==> config.mk <==
export PLATFORM = sky130hd
export DESIGN_NAME = pool_task_ctrl
export DESIGN_NICKNAME = d
export VERILOG_FILES = /design/src/rtl/pool_ctrl_pkg.sv /design/src/rtl/pool_row_watchdog.sv /design/src/rtl/pool_task_ctrl.sv
export SDC_FILE = /design/constraint.sdc
export NUM_CORES = 1
export LEC_CHECK = 0
export ABC_AREA = 1
export CAP_MARGIN = 40
export CORE_MARGIN = 2
export CORE_UTILIZATION = 48
export DETAILED_ROUTE_END_ITERATION = 10
export PLACE_DENSITY = 0.8
export SYNTH_ARGS = -nofsm -noshare
export SYNTH_HDL_FRONTEND = slang
export SYNTH_SLANG_ARGS = --single-unit
==> constraint.sdc <==
create_clock -name clk -period 2.64 [get_ports clk]
set_input_delay 0.528 -clock clk [delete_from_list [all_inputs] [get_ports clk]]
set_output_delay 0.528 -clock clk [all_outputs]
set_load 0.01 [all_outputs]
==> src/rtl/pool_ctrl_pkg.sv <==
// Shared types and defaults for the pooling task controller.
package pool_ctrl_pkg;

    localparam int unsigned HEIGHT_W_DEF  = 9;
    localparam int unsigned ADDRSEL_W_DEF = 3;

    localparam logic POOL_MOD_MAX = 1'b0;
    localparam logic POOL_MOD_AVG = 1'b1;

    typedef enum logic [1:0] {
        StIdle,
        StLaunch,
        StWait,
        StAck
    } pool_state_e;

endpackage

==> src/rtl/pool_row_watchdog.sv <==
// Per-row watchdog: counts cycles while run is high and flags expiry at TIMEOUT_CYC-1.
module pool_row_watchdog #(
    parameter int unsigned TIMEOUT_CYC = 4096
) (
    input  logic clk,
    input  logic rstn,
    input  logic clear,
    input  logic run,
    output logic expired
);

    localparam int unsigned CW = (TIMEOUT_CYC > 1) ? $clog2(TIMEOUT_CYC) : 1;

    logic [CW-1:0] cnt_q;

    assign expired = run && (cnt_q == CW'(TIMEOUT_CYC - 1));

    always_ff @(posedge clk or negedge rstn) begin
        if (!rstn) begin
            cnt_q <= '0;
        end else if (clear) begin
            cnt_q <= '0;
        end else if (run && !expired) begin
            cnt_q <= cnt_q + CW'(1);
        end
    end

endmodule

==> src/rtl/pool_task_ctrl.sv <==
// Pooling task sequencer: accepts PoolReq, issues one RowStart per output row, returns PoolAck.
// Optional per-row timeout is enabled by defining POOL_TIMEOUT_EN.
module pool_task_ctrl
    import pool_ctrl_pkg::*;
#(
    parameter int unsigned HEIGHT_W  = HEIGHT_W_DEF,
    parameter int unsigned ADDRSEL_W = ADDRSEL_W_DEF
`ifdef POOL_TIMEOUT_EN
    ,
    parameter int unsigned TIMEOUT_CYC = 4096
`endif
) (
    input  logic                 clk,
    input  logic                 rstn,
    input  logic                 PoolReq_i,
    input  logic [HEIGHT_W-1:0]  PoolHeight_i,
    input  logic                 PoolMod_i,
    input  logic [ADDRSEL_W-1:0] PoolAddrSel_i,
    output logic                 PoolAck_o,
    output logic                 Busy_o,
    output logic                 RowStart_o,
    output logic [HEIGHT_W-1:0]  SrcRow_o,
    output logic [HEIGHT_W-1:0]  DstRow_o,
    output logic                 RowMod_o,
    output logic [ADDRSEL_W-1:0] RowAddrSel_o,
    input  logic                 RowDone_i,
    output logic [7:0]           ReqDropCnt_o,
    output logic                 Err_o
);

    localparam int unsigned RW = HEIGHT_W - 1;

    pool_state_e          state_q, state_d;
    logic [RW-1:0]        num_rows_q, dst_row_q;
    logic                 mod_q;
    logic [ADDRSEL_W-1:0] addrsel_q;
    logic [7:0]           drop_cnt_q;
    logic                 last_row;
    logic                 timeout;
    logic                 accept;

    assign accept   = (state_q == StIdle) && PoolReq_i;
    assign last_row = (dst_row_q == num_rows_q - RW'(1));

`ifdef POOL_TIMEOUT_EN
    logic wd_expired;
    logic err_q;

    pool_row_watchdog #(
        .TIMEOUT_CYC(TIMEOUT_CYC)
    ) u_watchdog (
        .clk    (clk),
        .rstn   (rstn),
        .clear  (state_q == StLaunch),
        .run    (state_q == StWait),
        .expired(wd_expired)
    );

    // A done arriving in the expiry cycle wins over the timeout.
    assign timeout = wd_expired && !RowDone_i;

    always_ff @(posedge clk or negedge rstn) begin
        if (!rstn) begin
            err_q <= 1'b0;
        end else if ((state_q == StWait) && timeout) begin
            err_q <= 1'b1;
        end
    end

    assign Err_o = err_q;
`else
    assign timeout = 1'b0;
    assign Err_o   = 1'b0;
`endif

    always_ff @(posedge clk or negedge rstn) begin
        if (!rstn) begin
            state_q <= StIdle;
        end else begin
            state_q <= state_d;
        end
    end

    always_comb begin
        state_d = state_q;
        unique case (state_q)
            StIdle: begin
                if (PoolReq_i) begin
                    state_d = (PoolHeight_i[HEIGHT_W-1:1] == '0) ? StAck : StLaunch;
                end
            end
            StLaunch: state_d = StWait;
            StWait: begin
                if (RowDone_i) begin
                    state_d = last_row ? StAck : StLaunch;
                end else if (timeout) begin
                    state_d = StAck;
                end
            end
            StAck:   state_d = StIdle;
            default: state_d = StIdle;
        endcase
    end

    always_comb begin
        RowStart_o = 1'b0;
        PoolAck_o  = 1'b0;
        Busy_o     = 1'b1;
        unique case (state_q)
            StIdle:   Busy_o = 1'b0;
            StLaunch: RowStart_o = 1'b1;
            StWait:   ;
            StAck:    PoolAck_o = 1'b1;
            default:  Busy_o = 1'b0;
        endcase
    end

    always_ff @(posedge clk or negedge rstn) begin
        if (!rstn) begin
            num_rows_q <= '0;
            dst_row_q  <= '0;
            mod_q      <= 1'b0;
            addrsel_q  <= '0;
        end else if (accept) begin
            num_rows_q <= PoolHeight_i[HEIGHT_W-1:1];
            dst_row_q  <= '0;
            mod_q      <= PoolMod_i;
            addrsel_q  <= PoolAddrSel_i;
        end else if ((state_q == StWait) && RowDone_i && !last_row) begin
            dst_row_q <= dst_row_q + RW'(1);
        end
    end

    always_ff @(posedge clk or negedge rstn) begin
        if (!rstn) begin
            drop_cnt_q <= '0;
        end else if (PoolReq_i && (state_q != StIdle) && (drop_cnt_q != 8'hFF)) begin
            drop_cnt_q <= drop_cnt_q + 8'd1;
        end
    end

    assign SrcRow_o     = {dst_row_q, 1'b0};
    assign DstRow_o     = {1'b0, dst_row_q};
    assign RowMod_o     = mod_q;
    assign RowAddrSel_o = addrsel_q;
    assign ReqDropCnt_o = drop_cnt_q;

endmodule

==> results of run 1 <==
worst max-delay path by stage:
stage                       start         endpoint  slack, ns  depth (start not counted)
finish                 state_q[1]           Busy_o       0.59                          3
global route           state_q[1]           Busy_o       0.51                          3
CTS                    state_q[1]           Busy_o       0.58                          3
detailed placement      PoolReq_i  ReqDropCnt_o[7]       0.66                          8
global placement        PoolReq_i  ReqDropCnt_o[7]       0.70                          8
floorplan           num_rows_q[0]     dst_row_q[2]       1.03                         13
cell families after synthesis:
| family | count (synthesis) |
|---|---|
| buffers and inverters | 50 |
| and+or+nand+nor | 123 |
| adders and majority gates | 3 |
| xor gates and xnor gates | 14 |
| AOI/OAI and AO/OA | 14 |
| muxes | 5 |
| DFF | 30 |
| other | 1 |
state kept, by name, indices dropped and copies added, names as in the netlist:
signal / flops
RowAddrSel_o: 3
RowMod_o: 1
ReqDropCnt_o: 8
dst_row_q: 8
num_rows_q: 8
state_q: 2
area by class of cell:
class / instances / area [µm²]
flip-flops and latches: 30 / 751
clock buffers: 7 / 86.3
well taps: 48 / 60.1
multi-input cells: 162 / 863
clock inverters: 1 / 5.00
fillers: 326 / 1280
inverters: 36 / 135
repair buffers: 49 / 483
power groups by stage:
stage	combinational [mW]	sequential [mW]	clock, mW
after floorplan	0.572	0.819	0
after detailed placement	0.984	0.808	0
after CTS	0.989	0.802	0.391
after global routing	1.10	0.831	0.415
final	0.982	0.800	0.383
after global placement	0.961	0.800	0
through the flow:
| step | power [mW] | area (µm²) | std cells | hold WS, ns |
|---|---|---|---|---|
| after floorplan | 1.39 | 1840 | 242 | 0.232 |
| after global placement | 1.76 | 2290 | 325 | 0.483 |
| after detailed placement | 1.79 | 2290 | 325 | 0.499 |
| after CTS | 2.18 | 2380 | 333 | 0.508 |
| after global routing | 2.34 | 2380 | 333 | 0.530 |
| final | 2.17 | 2380 | 333 | 0.502 |
metal layers:
metal	vias to the layer above	share of wire, %	wire length, µm
li1	834	-	-
met1	723	46	1720
met2	45	47	1780
met3	2	6.2	232
met4	0	0.40	15
met5	-	0	0
critical path, stage by stage, from the launching register on:
cell and delay [ns]:
dfrtp_1 0.40, nor2_1 0.27, inv_1 0.08, clkdlybuf4s50_1 0.49
cell usage in the layout (no fill, tap or decap):
cell type	count
nand2_1	51
clkdlybuf4s50_1	46
inv_1	31
dfrtp_1	30
nor2_1	26
nand3_1	26
xor2_1	11
a21oi_1	9
nand4_1	7
clkbuf_8	6
mux2_2	5
inv_2	3
nor2_2	3
xnor2_1	3
ha_1	3
conb_1	3
buf_4	3
o21ai_0	2
clkinv_1	2
nor4_1	2
nand2_4	2
nor3_1	2
o21ai_2	1
nand2_2	1
o21ai_1	1
nor2_4	1
a31oi_1	1
nand3_2	1
or2_2	1
clkbuf_1	1
clkinv_2	1
==> results_dict.tcl, run 1 <==
set metrics [dict create \
    end_kind "primary output" \
    die_y_um 65.9 \
    synthSimpleGateAreaFrac_pct 30.5 \
    hold_path.class "flip-flop to flip-flop" \
    synth_top_family_by_area "simple AND/OR/NAND/NOR gates" \
    finalSetupTns_ns 0 \
    leakagePower_nw 1.19 \
    grtUsageMet1_pct 24.2 \
    netSwitchingPower_uw 845 \
    die_area_mm2 0.00434 \
    antenna_found_initial 0 \
    grt_max_degree 31 \
    setup_violations 0 \
    power.share.sequential_pct 37.0 \
    vias_per_cell 4.82 \
    cp.required_ns 2.11 \
    grt.busiest_layer "met2" \
    post-route-util_pct 65.1 \
    die_w_um 65.9 \
    remaining_drc_errors 0 \
    switching_share_pct 39.0 \
    clockBufferDepth 2 \
    r2r-end "dst_row_q[2]" \
    n_antenna_cell 0 \
    preCtsSetupSlack_ns 0.658 \
    cts.reportedPaths.clkPinSlew_ns 0.06 \
    yosys-top-cells-count "nand2_1, inv_1, dfrtp_1, nand3_1, nor2_1" \
    synth_most_common_cell "nand2_1" \
    synth_xor_xnor_area_share_pct 6.68 \
    min_from "ReqDropCnt_o[4]" \
    power.internal_mw 1.32 \
    synthArstFlopShare_pct 100 \
    drv_cap 0 \
    ys_ff_latch 30 \
    synth_edf_count 0 \
    whs_endpoint "ReqDropCnt_o[4]" \
    io_buffers 46 \
    grt_pass1_vias 1461 \
    use_met3_pct 5.11 \
    slew_viol_final 0 \
    synth_compound_gate_area_share_pct 4.09 \
    path_class "flip-flop to primary output" \
    max_freq_mhz 488 \
    drt-pass1-iter-count 4 \
    synth_top_area_share_pct 40.9 \
    cts_tree "built" \
    synth_mux_area_share_pct 3.07 \
    synth_area_per_cell_um2 7.65 \
    layout_setup_ws_ns 0.590 \
    cts_resized 0 \
    wirelength_um 3740 \
    met2_usage_pct 32.3 \
    grt_usage_pct 19.4 \
    reg2reg_depth 12 \
    yosysUniqueCellTypes 29 \
    synth.area.top_cells "dfrtp_1, nand2_1, nand3_1" \
    synth_seq_area_share_pct 40.9 \
    overflow 0 \
    layout_min_cycle_time_ns 2.05 \
    cts_sinks 30 \
    hold_depth 1 \
    fin_worst_skew_ns 0.00408 \
    design.core.area_mm2 0.00366 \
    htreeDepth 2 \
    status "finished, final reports clean" \
    route.antenna.remaining_nets 0 \
    ir_drop_mv 0.621 \
    cts-root-buf "clkbuf_8" \
    vias 1604 \
    synth_fa_ha_area_share_pct 2.04 \
    rows 22 \
    hold_viol 0 \
    gp_congestion 0.829 \
    cts_hold_buf 0 \
    drt_iter0_markers 82 \
    r2r-start "num_rows_q[0]" \
    numCtsBuffers 5 \
    synthFlopType "dfrtp_1" \
    yosysWarnings 0 \
    syn2layout_area_growth_pct 29.8 \
    syn_inst 240 \
    grt_pass1_wl_um 6370 \
    p_comb_share_pct 45.3 \
    dp_hpwl_um 2780 \
    nets 304 \
    rrSetupSlack_ns 0.83 \
    drive_gt1_share_pct 9.82 \
    synth_largest_area_cell "dfrtp_1" \
    start_util_pct 50.2 \
    synth_area_mm2 0.00184 \
    clock_latency_ns 0.28 \
    rsz0062_at_grt "no" \
    wl_per_cell_um 11.2 \
    fin_crit_sh_pct 77.7 \
    cp_max_fo 5 \
    post_cts_buffers 0 \
    start_kind "flip-flop" \
    pwr-share-clk_pct 17.7 \
    num_io_pins 51 \
    cp.arrival_ns 1.52 \
    power_density_mw_per_mm2 908 \
]
(Power assumes the default switching activity.)
==> run 2, diff against run 1 <==
- CORE_UTILIZATION: 48 -> 43
- PLACE_DENSITY: 0.8 -> 0.76
- clock period: 2.64 -> 1.8 ns (I/O delays scaled with it)
==> run 2 against run 1 <==
Compared with the run above: largest cell class unchanged; largest power group unchanged; combinational power increased by 66%; wire length up 10%; critical path depth rose by 11; critical path type is now flip-flop to flip-flop; critical endpoint is now dst_row_q[4].
==> results_dict.tcl, run 2 (synthesis results as in run 1) <==
set metrics [dict create \
    path_cells "inv_2, ha_4, inv_2, nand2_2, nand2_1, nor2_1, nand2_1, nor2_1, nand2_1, nor2_4, buf_6, nand2_2, nand4_1, nand2_1" \
    leakagePower_nw 1.23 \
    nets 311 \
    vias_per_cell 4.84 \
    remaining_drc_errors 0 \
    route.antenna.remaining_nets 0 \
    worst_path_most_repeated_cell "nand2_1" \
    ir_drop_mv 0.823 \
    end_kind "flip-flop" \
    hold_path.class "input pin to asynchronous set/reset pin" \
    antenna_found_initial 0 \
    grt_max_degree 37 \
    start_util_pct 45.3 \
    slew_viol_final 0 \
    power.internal_mw 2.15 \
    drive_gt1_share_pct 15.4 \
    clock_latency_ns 0.28 \
    die_area_mm2 0.00481 \
    gp_congestion 0.836 \
    switching_share_pct 37.9 \
    fin_worst_skew_ns 0.00419 \
    status "finished, final reports clean" \
    multiInputGateArea_um2 923 \
    drt_iter0_markers 51 \
    p_comb_share_pct 47.1 \
    grt_pass1_vias 1595 \
    layout_min_cycle_time_ns 1.77 \
    path_class "flip-flop to flip-flop" \
    layout_common_cells "nand2_1, clkdlybuf4s50_1, inv_1, dfrtp_1, nor2_1" \
    final-seq-area_um2 753 \
    place_area_mm2 0.00234 \
    design.core.area_mm2 0.00406 \
    cts.reportedPaths.clkPinSlew_ns 0.06 \
    clockBufferDepth 2 \
    grt_pass1_wl_um 6780 \
    cp.required_ns 1.97 \
    final_cells 342 \
    final_area_mm2 0.00252 \
    drv_cap 0 \
    fin_crit_sh_pct 98.1 \
    pwr-share-clk_pct 18.9 \
    max_freq_mhz 566 \
    start_kind "flip-flop" \
    crit_slowest_cell "dfrtp_1" \
    power_density_mw_per_mm2 1370 \
    cp_max_fo 4 \
    layout_setup_ws_ns 0.0343 \
    netSwitchingPower_mw 1.31 \
    cts-root-buf "clkbuf_8" \
    cts_tree "built" \
    layout_commonest_cell "nand2_1" \
    num_io_pins 51 \
    setup_violations 0 \
    hold_viol 0 \
    wl_per_cell_um 12.0 \
    rows 23 \
    cts_hold_buf 0 \
    overflow 0 \
    die_w_um 69.4 \
    cpPeakStageDelay_ns 0.37 \
    power.share.sequential_pct 34.0 \
    cts_sinks 30 \
    rsz0062_at_grt "yes" \
    drt-pass1-iter-count 4 \
    io_buffers 46 \
    htreeDepth 2 \
    fill_cells 369 \
    n_antenna_cell 0 \
    reg2reg_depth 14 \
    cp.arrival_ns 1.93 \
    dp_hpwl_um 2940 \
    preCtsSetupSlack_ns 0.00859 \
    place_inst 331 \
    grt_usage_pct 17.2 \
    wirelength_um 4110 \
    die_y_um 69.4 \
    syn2layout_area_growth_pct 37.4 \
    numCtsBuffers 5 \
    total_power_mw 3.46 \
    vias 1654 \
]
-- run 2: changes by cell type in the layout (fill, tap and decap cells not counted), sizes merged --
| cell | before | now |
|---|---|---|
| nand2 | 54 | 55 |
| dlygate4sd2 | 0 | 1 |
| clkdlybuf4s50 | 46 | 45 |
| bufinv | 0 | 1 |
| buf | 3 | 9 |
| clkinv | 3 | 2 |
-- run 2: path summary, 6_finish.rpt --
| check | endpoint | slack (ns) | from |
|---|---|---|---|
| min in group clk | ReqDropCnt_o[4] | 0.50 | ReqDropCnt_o[4] |
| max in group asynchronous | dst_row_q[4] | 1.03 | rstn |
| max reg2reg | dst_row_q[4] | 0.03 | num_rows_q[1] |
| min reg2reg | ReqDropCnt_o[4] | 0.50 | ReqDropCnt_o[4] |
| min | dst_row_q[1] | 0.47 | rstn |
| max | dst_row_q[4] | 0.03 | num_rows_q[1] |
-- run 2: stage by stage --
step | utilization, % | setup TNS, ns | hold WS (ns)
6_report | 62.2 | 0 | 0.474
3_5_place_dp | 57.6 | 0 | 0.491
2_1_floorplan | - | 0 | 0.0644
4_1_cts | 60.2 | 0 | 0.476
5_1_grt | 62.2 | -0.670 | 0.498
3_3_place_gp | 57.6 | 0 | 0.484
-- run 2: power groups by stage --
| stage | Sequential, mW | Clock (mW) | Combinational (mW) |
|---|---|---|---|
| floorplan | 1.20 | 0 | 0.839 |
| global placement | 1.17 | 0 | 1.49 |
| detailed placement | 1.17 | 0 | 1.54 |
| CTS | 1.17 | 0.687 | 1.54 |
| global route | 1.22 | 0.711 | 1.81 |
| finish | 1.18 | 0.655 | 1.63 |
-- run 2: what timing repair did --
action	CTS	global route
setup buffers	0	2
setup endpoints to repair	1	12
cloned	0	1
resized for setup	1	14
pin swaps	0	10
-- run 2: area by class of cell --
type | count | share of cell area [%]
timing repair buffer | 55 | 21.5
multi-input combinational | 163 | 36.6
sequential | 30 | 29.8
inverter | 36 | 5.35
clock inverter | 1 | 1.19
tap | 50 | 2.48
clock buffer | 7 | 3.02
-- run 2: per-layer routing --
layer	wire, µm	vias up	global-route usage, %
li1	-	844	-
met4	17	0	3.27
met1	1880	765	20.3
met3	226	2	5.96
met5	0	-	0
met2	1990	43	30.2
-- run 2: critical path: cells and delay by family (launching register included) --
kind	cells	cell delay, ns
adders and majority gates	1	0.26
and+or+nand+nor	10	0.80
DFF	1	0.37
buffers and inverters	3	0.22
